`src/rtl/opb_register_bank_ppc2simulink_pkg.sv`:
```
// Shared definitions for the OPB register bank: FSM encoding, control
// register layout and the commit counter width.
package opb_regbank_defs;

    typedef enum logic {
        ST_IDLE = 1'b0,
        ST_ACK  = 1'b1
    } state_t;

    localparam int COMMIT_BIT = 31;
    localparam int CNT_W      = 16;

    // The control register sits immediately after the last user register.
    function automatic int ctrl_offset(input int num_regs);
        return num_regs;
    endfunction

endpackage

```
`src/rtl/opb_register_bank_ppc2simulink_be_reg32.sv`:
```
// 32-bit register with per-byte load enables and synchronous reset to a
// parameterised value; be[3] covers bits 31:24.
module opb_be_reg32 #(
    parameter logic [31:0] RESET_VAL = 32'h0
) (
    input  logic        clk,
    input  logic        rst,
    input  logic [3:0]  be,
    input  logic [31:0] d,
    output logic [31:0] q
);

    // NOTE: sequential state uses non-blocking assignments so every flop
    // samples pre-edge values regardless of process ordering.
    always_ff @(posedge clk) begin
        if (rst) begin
            q <= RESET_VAL;
        end else begin
            for (int b = 0; b < 4; b++) begin
                if (be[b]) q[8*b +: 8] <= d[8*b +: 8];
            end
        end
    end

endmodule

```
`src/rtl/opb_register_bank_ppc2simulink.sv`:
```
// OPB slave exposing C_NUM_REGS software-writable registers to fabric logic,
// with optional shadow staging and atomic commit via a control register.
module opb_register_bank_ppc2simulink
    import opb_regbank_defs::*;
#(
    parameter logic [31:0] C_BASEADDR      = 32'h0100_3300,
    parameter logic [31:0] C_HIGHADDR      = 32'h0100_33FF,
    parameter int          C_OPB_AWIDTH    = 32,
    parameter int          C_OPB_DWIDTH    = 32,
    parameter int          C_NUM_REGS      = 4,
    parameter int          C_DOUBLE_BUFFER = 1,
    parameter logic [31:0] C_RESET_VAL     = 32'h0,
    parameter              C_FAMILY        = "virtex5"
) (
    input  logic                        OPB_Clk,
    input  logic                        OPB_Rst,
    input  logic [0:C_OPB_AWIDTH-1]     OPB_ABus,
    input  logic [0:C_OPB_DWIDTH/8-1]   OPB_BE,
    input  logic [0:C_OPB_DWIDTH-1]     OPB_DBus,
    input  logic                        OPB_RNW,
    input  logic                        OPB_select,
    input  logic                        OPB_seqAddr,
    output logic [0:C_OPB_DWIDTH-1]     Sl_DBus,
    output logic                        Sl_xferAck,
    output logic                        Sl_errAck,
    output logic                        Sl_retry,
    output logic                        Sl_toutSup,
    output logic [32*C_NUM_REGS-1:0]    user_data_out,
    output logic [C_NUM_REGS-1:0]       user_update
);

    state_t             state, state_nxt;
    logic [31:0]        addr, offset, wdata, rd_mux, rd_q;
    logic [3:0]         be;
    logic [7:0]         word;
    logic               hit, xfer_start, reg_wr, ctrl_wr, commit_fire;
    logic [CNT_W-1:0]   commit_count, commit_count_nxt;
    logic [C_NUM_REGS-1:0] upd_nxt;
    logic [31:0]        shadow [C_NUM_REGS];
    logic [31:0]        active [C_NUM_REGS];
    logic               unused_ok;

    // Big-endian bus vectors map MSB-to-MSB, so DBus[0] lands on wdata[31].
    assign addr  = OPB_ABus;
    assign wdata = OPB_DBus;
    assign be    = OPB_BE;

    // Word offset is taken relative to the window base so the base need not
    // be aligned beyond the window size.
    assign offset = addr - C_BASEADDR;
    assign word   = offset[9:2];
    assign hit    = OPB_select && (addr >= C_BASEADDR) && (addr <= C_HIGHADDR);

    assign xfer_start  = (state == ST_IDLE) && hit;
    assign reg_wr      = xfer_start && !OPB_RNW && (word < 8'(C_NUM_REGS));
    assign ctrl_wr     = xfer_start && !OPB_RNW && (word == 8'(ctrl_offset(C_NUM_REGS)));
    assign commit_fire = ctrl_wr && wdata[COMMIT_BIT] && be[3];

    always_ff @(posedge OPB_Clk) begin
        if (OPB_Rst) state <= ST_IDLE;
        else         state <= state_nxt;
    end

    // NOTE: every always_comb output gets a default first so no path can
    // leave it unassigned and infer a latch.
    always_comb begin
        state_nxt = state;
        case (state)
            ST_IDLE: if (hit) state_nxt = ST_ACK;
            ST_ACK:  state_nxt = ST_IDLE;
            default: state_nxt = ST_IDLE;
        endcase
    end

    genvar gi;
    generate
        for (gi = 0; gi < C_NUM_REGS; gi++) begin : g_reg
            logic [3:0] sh_be;
            assign sh_be = (reg_wr && word == 8'(gi)) ? be : 4'b0000;

            opb_be_reg32 #(.RESET_VAL(C_RESET_VAL)) u_shadow (
                .clk (OPB_Clk),
                .rst (OPB_Rst),
                .be  (sh_be),
                .d   (wdata),
                .q   (shadow[gi])
            );

            if (C_DOUBLE_BUFFER != 0) begin : g_active
                opb_be_reg32 #(.RESET_VAL(C_RESET_VAL)) u_active (
                    .clk (OPB_Clk),
                    .rst (OPB_Rst),
                    .be  ({4{commit_fire}}),
                    .d   (shadow[gi]),
                    .q   (active[gi])
                );
            end else begin : g_direct
                assign active[gi] = shadow[gi];
            end

            assign user_data_out[32*gi +: 32] = active[gi];
        end
    endgenerate

    always_comb begin
        rd_mux = '0;
        for (int i = 0; i < C_NUM_REGS; i++) begin
            if (word == 8'(i)) rd_mux = shadow[i];
        end
        if (word == 8'(ctrl_offset(C_NUM_REGS)))
            rd_mux = {{(32-CNT_W){1'b0}}, commit_count};
    end

    always_comb begin
        upd_nxt = '0;
        if (C_DOUBLE_BUFFER != 0) begin
            if (commit_fire) upd_nxt = '1;
        end else begin
            for (int i = 0; i < C_NUM_REGS; i++) begin
                if (reg_wr && word == 8'(i)) upd_nxt[i] = 1'b1;
            end
        end
    end

    assign commit_count_nxt = ctrl_wr && commit_fire ? commit_count + 1'b1 : commit_count;

    // Read data is registered and cleared outside the ack cycle so the bus
    // OR-mux sees zero from this slave whenever it is not responding.
    always_ff @(posedge OPB_Clk) begin
        if (OPB_Rst) begin
            rd_q         <= '0;
            user_update  <= '0;
            commit_count <= '0;
        end else begin
            rd_q         <= (xfer_start && OPB_RNW) ? rd_mux : '0;
            user_update  <= upd_nxt;
            commit_count <= commit_count_nxt;
        end
    end

    assign Sl_DBus    = rd_q;
    assign Sl_xferAck = (state == ST_ACK);
    assign Sl_errAck  = 1'b0;
    assign Sl_retry   = 1'b0;
    assign Sl_toutSup = 1'b0;

    assign unused_ok = &{1'b0, OPB_seqAddr, offset[31:10], offset[1:0],
                         (C_FAMILY == "virtex5")};

endmodule

```
`config.mk`:
```
export PLATFORM = sky130hd
export DESIGN_NAME = opb_register_bank_ppc2simulink
export DESIGN_NICKNAME = d
export VERILOG_FILES = /design/src/rtl/opb_register_bank_ppc2simulink_pkg.sv /design/src/rtl/opb_register_bank_ppc2simulink_be_reg32.sv /design/src/rtl/opb_register_bank_ppc2simulink.sv
export SDC_FILE = /design/constraint.sdc
export NUM_CORES = 1
export LEC_CHECK = 0
export CAP_MARGIN = 30
export CORE_UTILIZATION = 52
export DETAILED_ROUTE_END_ITERATION = 7
export GPL_TIMING_DRIVEN = 0
export PLACE_DENSITY = 0.88
export SLEW_MARGIN = 20
export SYNTH_ARGS = -nofsm -noshare
export SYNTH_HDL_FRONTEND = slang
export SYNTH_HIERARCHICAL = 1
export SYNTH_SLANG_ARGS = --single-unit
```
`constraint.sdc`:
```
create_clock -name OPB_Clk -period 5.7 [get_ports OPB_Clk]
set_input_delay 1.14 -clock OPB_Clk [delete_from_list [all_inputs] [get_ports OPB_Clk]]
set_output_delay 1.14 -clock OPB_Clk [all_outputs]
set_load 0.05 [all_outputs]
```
=== Word level (Yosys, flattened, before mapping) ===
Index checks and enable logic that the tools add are counted.

* Mux-type cells: 12
* Bitwise logic cells: 2
* Add/subtract/negate cells: 2
* Reduce and logical (&&, ||, !) cells: 18
* $lt $le $gt $ge: 3
* Eq/ne operators: 4

{| class="wikitable"
|+ Operators by type and width
! operator !! count
|-
| $mux W32 || 4
|-
| $ge A32 B25 Y1 const B || 1
|-
| $le A32 B25 Y1 const B || 1
|-
| $mux W4 || 5
|-
| $add A16 B1 Y16 const B || 1
|-
| $eq A8 B2 Y1 const B || 2
|-
| $mux W16 || 1
|-
| $logic_and A1 B1 Y1 || 14
|-
| $sub A10 B10 Y10 const B || 1
|-
| $eq A8 B1 Y1 const B || 1
|-
| $eq A8 B3 Y1 const B || 1
|-
| $logic_not A8 Y1 || 1
|-
| $lt A8 B3 Y1 const B || 1
|-
| $reduce_or A3 Y1 || 1
|-
| $not A1 Y1 || 2
|-
| $pmux W1 S2 || 1
|-
| $reduce_or A2 Y1 || 1
|-
| $logic_not A1 Y1 || 1
|-
| $mux W1 || 1
|}

* Input port bits: 73
* Word-level logic and storage cells: 66
* Output and inout port bits: 168
* Register bits after elaboration: 309

=== Longest topological paths before layout ===
Gate-level depths: netlist of run 1.

* Depth after elaboration: 9
* Gate-level depth with buffers: 9

=== Modules after synthesis ===
The synthesis of run 1 kept the hierarchy.

{| class="wikitable"
|+ Modules (own cells, without submodules)
! module !! cells an instance !! times used !! area each (um^2) !! seq. area each (um^2)
|-
| opb_be_reg32 || 103 || 8 || 1,141.1 || 640.6
|-
| opb_register_bank_ppc2simulink || 297 || 1 || 3,070.4 || 1,001.0
|}

=== Worst setup path before layout of run 1 ===
OpenSTA, ideal clock, no wires.

* Path type: input port to flip-flop
* From: in OPB_ABus[13] in the netlist's numbering
* To: reg g_reg[0].g_active.u_active.q[0]
* Stages on the path: 8
* Setup slack: 1.017 ns
* Arrival time: 4.565 ns
* Path buffers: 3
* Path through: or4b_4 -> or4_4 -> buf_6 -> buf_8 -> nor3_1 -> buf_6 -> mux2i_1 -> nor2_1

* Cells in the longest elaborated chain, start to end: 8
* Elaborated cells between the ends (all ways): 9
* Classes of those cells: 2 x order compare; 7 x reduce/logical

{| class="wikitable"
|+ RTL lines
! element !! RTL line !! text
|-
| start: declaration || opb_register_bank_ppc2simulink.sv:17 || <nowiki>input logic [0:C_OPB_AWIDTH-1] OPB_ABus,</nowiki>
|-
| $ge A32 B25 Y1 || opb_register_bank_ppc2simulink.sv:52 || <nowiki>assign hit = OPB_select && (addr >= C_BASEADDR) && (addr <= C_HIGHADDR);</nowiki>
|-
| $logic_and A1 B1 Y1 || opb_register_bank_ppc2simulink.sv:52 ||
|-
| $logic_and A1 B1 Y1 (*) || opb_register_bank_ppc2simulink.sv:52 ||
|-
| $logic_and A1 B1 Y1 (*) || opb_register_bank_ppc2simulink.sv:54 || <nowiki>assign xfer_start = (state == ST_IDLE) && hit;</nowiki>
|-
| $logic_and A1 B1 Y1 (*) (2 in a row) || opb_register_bank_ppc2simulink.sv:56 || <nowiki>assign ctrl_wr = xfer_start && !OPB_RNW && (word == 8'(ctrl_offset(C_NUM_REGS)));</nowiki>
|-
| $logic_and A1 B1 Y1 (*) (2 in a row) || opb_register_bank_ppc2simulink.sv:57 || <nowiki>assign commit_fire = ctrl_wr && wdata[COMMIT_BIT] && be[3];</nowiki>
|-
| net commit_fire || opb_register_bank_ppc2simulink.sv:36 || <nowiki>logic hit, xfer_start, reg_wr, ctrl_wr, commit_fire;</nowiki>
|-
| end signal: indexed assignment || opb_register_bank_ppc2simulink_be_reg32.sv:20 || <nowiki>if (be[b]) q[8*b +: 8] <= d[8*b +: 8];</nowiki>
|-
| end: declaration || opb_register_bank_ppc2simulink_be_reg32.sv:10 || <nowiki>output logic [31:0] q</nowiki>
|}

Mark *: on every way through the listed nets, which the timed path passes. The rest lies on a longest branch.
A chain may end at the register's enable or synchronous reset.

=== Final worst setup path of run 1 ===
* From: in OPB_ABus[13] in the netlist's numbering
* To: reg g_reg[0].g_active.u_active.q[11]

Same word-level chain as after synthesis.

==> impl_metrics.csv, run 1 <==
group,metric,value,unit
pwr,irDropWorstVdd,0.000209,V
cts,post_cts_buffers,0,
cts,path_clk_slew,0.07,ns
sta,maxSlewHeadroom,42.1,%
yosys,synthArstFlopShare,0,%
sta,max_slew.worst_pin.slew,0.868,ns
finish,fin_nets,1467,
cts,ctsHoldBuffers,0,
yosys,synth_ff_type,"dfxtp_1",
cts,insertion_delay,0.56,ns
drt,drt_iter0_drc,688,
finish,drive_above_1_share,11.8,%
grt,gr-total-overflow,0,
pwr,leakagePower,5.49,nW
sta,slew_viol_final,0,
sta,finalHoldViolCount,0,
grt,track_usage,29.3,%
drt,ant_nets,0,
finish,layout.cells.non_filler,1731,
sta,period_needed,3.65,ns
worst_hold_path,hp-class,"reg -> reg",
cts,cts_tree,"done",
worst_setup_path,cp.required,6.14,ns
finish,mostFrequentLayoutCells,"dfxtp_1 (306), nor2_1 (289), mux2i_1 (257)",
cts,cts_buffer_depth,3,
yosys,postSynthAreaPerCell,10.9,um2
drt,drtPass1Iterations,5,
worst_setup_path,crit_arrival,4.09,ns
yosys,yosys_warnings,6,
yosys,synth-seq-area-share,50.2,%
finish,final_util,70.4,%
sta,finalSetupViolations,0,
worst_setup_path,crit_path_end_kind,"register",
finish,nFillCells,1642,
yosys,syn_inst,1121,
floorplan,fp.dieH,155,um
sta,fin_ws,2.05,ns
grt,grt_first_pass_wirelength,54400,um
floorplan,die-area,24100,um2
sta,rsz0062_at_grt,"false",
pwr,finalPower,4.43,mW
grt,grt_start_max_net_pins,30,
pwr,p_per_area,275,nW/um2
drt,wl_per_cell,20.6,um
cts,clock-root-buffer,"clkbuf_16",
worst_setup_path,crit_fanout,10,
sta,period_share,64.1,%
drt,drc,0,
yosys,synth_edf_count,0,
sta,timing.fmax,274,MHz
run_status,status,"completed",
finish,area_growth,31.9,%
placed_design,placed_area,15000,um2
cts,cts.sinks,306,
worst_setup_path,cp-start-kind,"primary input",
worst_setup_path,critical_path_class,"in -> reg",
grt,antenna_found_initial,3,
floorplan,num_io_pins,241,
sta,fin_skew,0.0142,ns
cts,cts-resized-gates,0,
cts,cts_made_buffers,30,
drt,vias,9726,
yosys,synth_cell_types,35,
cts,htree_levels,1,
floorplan,num_rows,55,
drt,vias_per_cell,5.62,
finish,final_common_cell,"dfxtp_1",
floorplan,die_w,155,um
finish,final_area,16100,um2
placed_design,pre_cts_slack,1.54,ns
yosys,yosysTopAreaCell,"dfxtp_1",
placed_design,place_hpwl,24800,um
placed_design,port_buffers,233,
drt,drt-total-wl,35700,um
yosys,synthTopCellsByArea,"dfxtp_1 (50%), mux2i_1 (21%), nor2_1 (8.9%), mux4_2 (5.9%), buf_6 (3.0%)",
flow_run,timing.max_cap.violations,0,
floorplan,coreArea,22800,um2
placed_design,place.gp.congestion,0.863,
placed_design,dp.cells,1672,
yosys,synth-seq-cells,306,
floorplan,initial_utilization,53.4,%
grt,grt_pass1_vias,9793,
yosys,synth.top_cell.area_share,50.2,%
yosys,synthesis.area,12200,um2
cell usage after synthesis, drive strengths merged (2+ instances only):
cell type  count
a22oi         15
and2           8
and3           2
and4          10
buf           69
clkbuf        16
dfxtp        306
inv            6
mux2          15
mux2i        257
mux4          32
nand2          4
nand2b         2
nand3          6
nand4         12
nor2         289
nor2b         31
nor3          11
nor4          19
nor4b          2
or4            2
kinds of logic (layout without fill, tap and decap cells):
family	Yosys count	after routing	synth area share [%]
adder cells (fa/ha/maj)	1	1	0.103
other	1	5	0.0307
AND/OR/NAND/NOR	402	402	14.9
AO/OA/AOI/OAI	16	16	0.964
buffers and inverters	91	384	5.37
multiplexers	304	304	28.4
flip-flops	306	306	50.2
layer usage:
metal  share of wire [%]  track usage (%)  wire length [um]
met1                  41             37.1             14600
met2                  48             49.3             17100
met5               0.025                0                 9
met3                 7.6             4.43              2720
met4                 3.7             13.4              1320
final timing paths:
path / endpoint / slack, ns / startpoint / cells after the start
setup / recovery: g_reg[0].g_active.u_active/q[11]$_SDFFE_PP0P_ / 2.05 / OPB_ABus[13] / 10
hold / removal: g_reg[1].g_active.u_active/q[2]$_SDFFE_PP0P_ / 0.49 / g_reg[1].g_active.u_active/q[2]$_SDFFE_PP0P_ / 2
setup reg to reg: g_reg[0].g_active.u_active/q[11]$_SDFFE_PP0P_ / 2.98 / Sl_xferAck$_SDFF_PP0_ / 9
hold reg to reg: g_reg[1].g_active.u_active/q[2]$_SDFFE_PP0P_ / 0.49 / g_reg[1].g_active.u_active/q[2]$_SDFFE_PP0P_ / 2
final cells by class:
class / count / area, um2 / share of cell area (%)
clock buffers: 41 / 862 / 5.36
well taps: 313 / 392 / 2.43
diodes: 2 / 5.00 / 0.0311
flip-flops and latches: 306 / 6130 / 38.1
repair buffers: 238 / 2400 / 14.9
inverters: 6 / 22.5 / 0.140
plain buffers: 85 / 633 / 3.94
multi-input cells: 726 / 5430 / 33.8
clock inverters: 14 / 218 / 1.35
worst max-delay path, stage by stage:
cell and delay, ns:
clkdlybuf4s50_1 0.42, or4b_4 0.58, or4_4 0.50, buf_6 0.16, buf_8 0.13, nor3_2 0.37, buf_4 0.28, buf_6 0.19
mux2i_1 0.24, nor2_1 0.07
stage by stage:
| stage | TNS (ns) | hold WS (ns) |
|---|---|---|
| 6_report | 0 | 0.494 |
| 5_1_grt | 0 | 0.520 |
| 4_1_cts | 0 | 0.500 |
| 3_5_place_dp | 0 | 0.484 |
| 3_3_place_gp | -36.23 | 0.474 |
| 2_1_floorplan | 0 | 0.462 |
power breakdown:
part	switching (mW)	leakage (nW)	total, mW	internal [mW]
sequential	0.000000000206	2.46	2.14	2.14
clock	0.846	0.535	2.13	1.29
combinational	0.0947	2.49	0.162	0.0674
total	0.941	5.49	4.43	3.49
registers in the layout, summed over array words and instances (netlist names):
register,cells
g.u_shadow/q,128
Sl_xferAck,1
user_update,1
Sl_DBus,32
g.g_active.u_active/q,128
commit_count,16
Note: power is estimated with default switching activity, not from simulation.
==> run 2: changes to the inputs <==
- CORE_UTILIZATION: 52 -> 47
- PLACE_DENSITY: 0.88 -> 0.85
- clock period: 5.7 -> 3.1 ns (I/O delays scaled with it)
==> run 2 against run 1 <==
Effect of this change: power rose by 82%; utilization down 7.0 points; register-to-register slack worse by 2.4 ns; sequential share of layout area grew 0.092 points; die area is 10% higher; count of clock-buffer cells in the layout down 5; clock skew down 0.0062 ns; combinational power rose by 80%; clock power is 79% higher; critical path depth is the same; design area shrank 0.24%; hold slack improved by 0.0018 ns; highest routed layer is now met4.
==> impl_metrics.csv, run 2 (same netlist as run 1, synthesis figures left out) <==
group,metric,value,unit
grt,antenna_found_initial,1,
worst_setup_path,critical_path_class,"in -> reg",
worst_setup_path,cp.required,3.54,ns
floorplan,initial_utilization,48.2,%
grt,grt_pass1_vias,9340,
cts,path_clk_slew,0.06,ns
pwr,p_per_area,501,nW/um2
drt,vias_per_cell,5.40,
grt,grt_start_max_net_pins,29,
worst_setup_path,crit_path_end_kind,"register",
drt,drt_iter0_drc,647,
finish,drive_above_1_share,11.6,%
worst_setup_path,crit_fanout,10,
drt,wl_per_cell,19.9,um
floorplan,die-area,26600,um2
flow_run,timing.max_cap.violations,0,
cts,cts_tree,"done",
sta,period_share,93.8,%
placed_design,pre_cts_slack,-0.756,ns
placed_design,place.gp.congestion,0.876,
finish,fin_nets,1463,
drt,ant_nets,0,
sta,fin_ws,0.192,ns
floorplan,fp.dieH,163,um
worst_setup_path,crit_arrival,3.34,ns
sta,maxSlewHeadroom,34.5,%
sta,rsz0062_at_grt,"false",
floorplan,num_rows,58,
pwr,leakagePower,5.47,nW
cts,clock-root-buffer,"clkbuf_16",
cts,insertion_delay,0.55,ns
finish,final_area,16000,um2
placed_design,port_buffers,233,
pwr,irDropWorstVdd,0.000362,V
sta,period_needed,2.91,ns
grt,grt_first_pass_wirelength,52000,um
floorplan,die_w,163,um
finish,mostFrequentLayoutCells,"dfxtp_1 (306), nor2_1 (289), mux2i_1 (257)",
sta,finalHoldViolCount,0,
floorplan,num_io_pins,241,
sta,fin_skew,0.00796,ns
drt,drc,0,
run_status,status,"completed",
cts,cts.sinks,306,
sta,slew_viol_final,0,
grt,track_usage,25.6,%
floorplan,coreArea,25300,um2
finish,final_common_cell,"dfxtp_1",
placed_design,placed_area,15000,um2
placed_design,place_hpwl,25400,um
cts,cts_made_buffers,29,
grt,gr-total-overflow,0,
drt,vias,9410,
drt,drt-total-wl,34700,um
sta,timing.fmax,344,MHz
worst_setup_path,cp-start-kind,"primary input",
drt,drtPass1Iterations,5,
cts,htree_levels,1,
sta,max_slew.worst_pin.slew,0.969,ns
finish,area_growth,31.6,%
worst_hold_path,hp-class,"reg -> reg",
cts,cts_buffer_depth,3,
sta,finalSetupViolations,0,
-- run 2: repair_timing --
item | CTS | global route
setup endpoints to repair | 128 | 27
buffers inserted | 1 | 0
hold buffers | 0 | 0
pin swaps | 1 | 1
resized for setup | 0 | 2
-- run 2: worst max-delay path, cell delays in order --
cell	delay, ns
clkdlybuf4s50_1	0.40
or4b_4	0.57
or4_4	0.50
buf_6	0.16
buf_8	0.14
nor2_1	0.23
and4_1	0.28
buf_6	0.17
mux2i_1	0.22
nor2_1	0.06
-- run 2: per-stage QoR --
| stage | power, mW | hold slack [ns] | setup TNS [ns] | util, % | instances |
|---|---|---|---|---|---|
| after floorplan | 4.13 | 0.462 | 0 | - | 1123 |
| after global placement | 4.30 | 0.473 | -134.03 | 59.1 | 1686 |
| after detailed placement | 4.31 | 0.483 | -120.62 | 59.2 | 1687 |
| after CTS | 8.09 | 0.499 | 0 | 63.4 | 1741 |
| after global routing | 8.27 | 0.513 | 0 | 63.4 | 1742 |
| final | 8.05 | 0.496 | 0 | 63.4 | 1742 |
-- run 2: path summary, 6_finish.rpt --
path / end / slack (ns) / cells after the start / startpoint
setup reg to reg: g_reg[0].u_shadow/q[22]$_SDFFE_PP0P_ / 0.55 / 9 / Sl_xferAck$_SDFF_PP0_
setup / recovery: g_reg[0].u_shadow/q[22]$_SDFFE_PP0P_ / 0.19 / 10 / OPB_ABus[13]
hold reg to reg: g_reg[1].g_active.u_active/q[6]$_SDFFE_PP0P_ / 0.50 / 2 / g_reg[1].g_active.u_active/q[6]$_SDFFE_PP0P_
hold / removal: g_reg[1].g_active.u_active/q[6]$_SDFFE_PP0P_ / 0.50 / 2 / g_reg[1].g_active.u_active/q[6]$_SDFFE_PP0P_
-- run 2: routing by layer --
layer | vias to the layer above | part of all wire (%) | track usage [%]
met4 | 0 | 3.8 | 10.2
met2 | 369 | 48 | 43.6
met3 | 77 | 6.8 | 4.27
met5 | - | 0 | 0
li1 | 4415 | - | -
met1 | 4549 | 42 | 32.1
-- run 2: final cells by class --
type	count	area, um2
clock buffer	36	792
inverter	6	22.5
clock inverter	17	248
multi-input combinational	726	5440
tap	330	413
antenna	1	2.50
sequential	306	6130
timing repair buffer	235	2370
buffer	85	634
fill	1973	9280
-- run 2: power breakdown --
group	switching [mW]	internal, mW	total, mW
Clock	1.51	2.31	3.82
Combinational	0.171	0.121	0.292
Sequential	0.000000000381	3.93	3.93
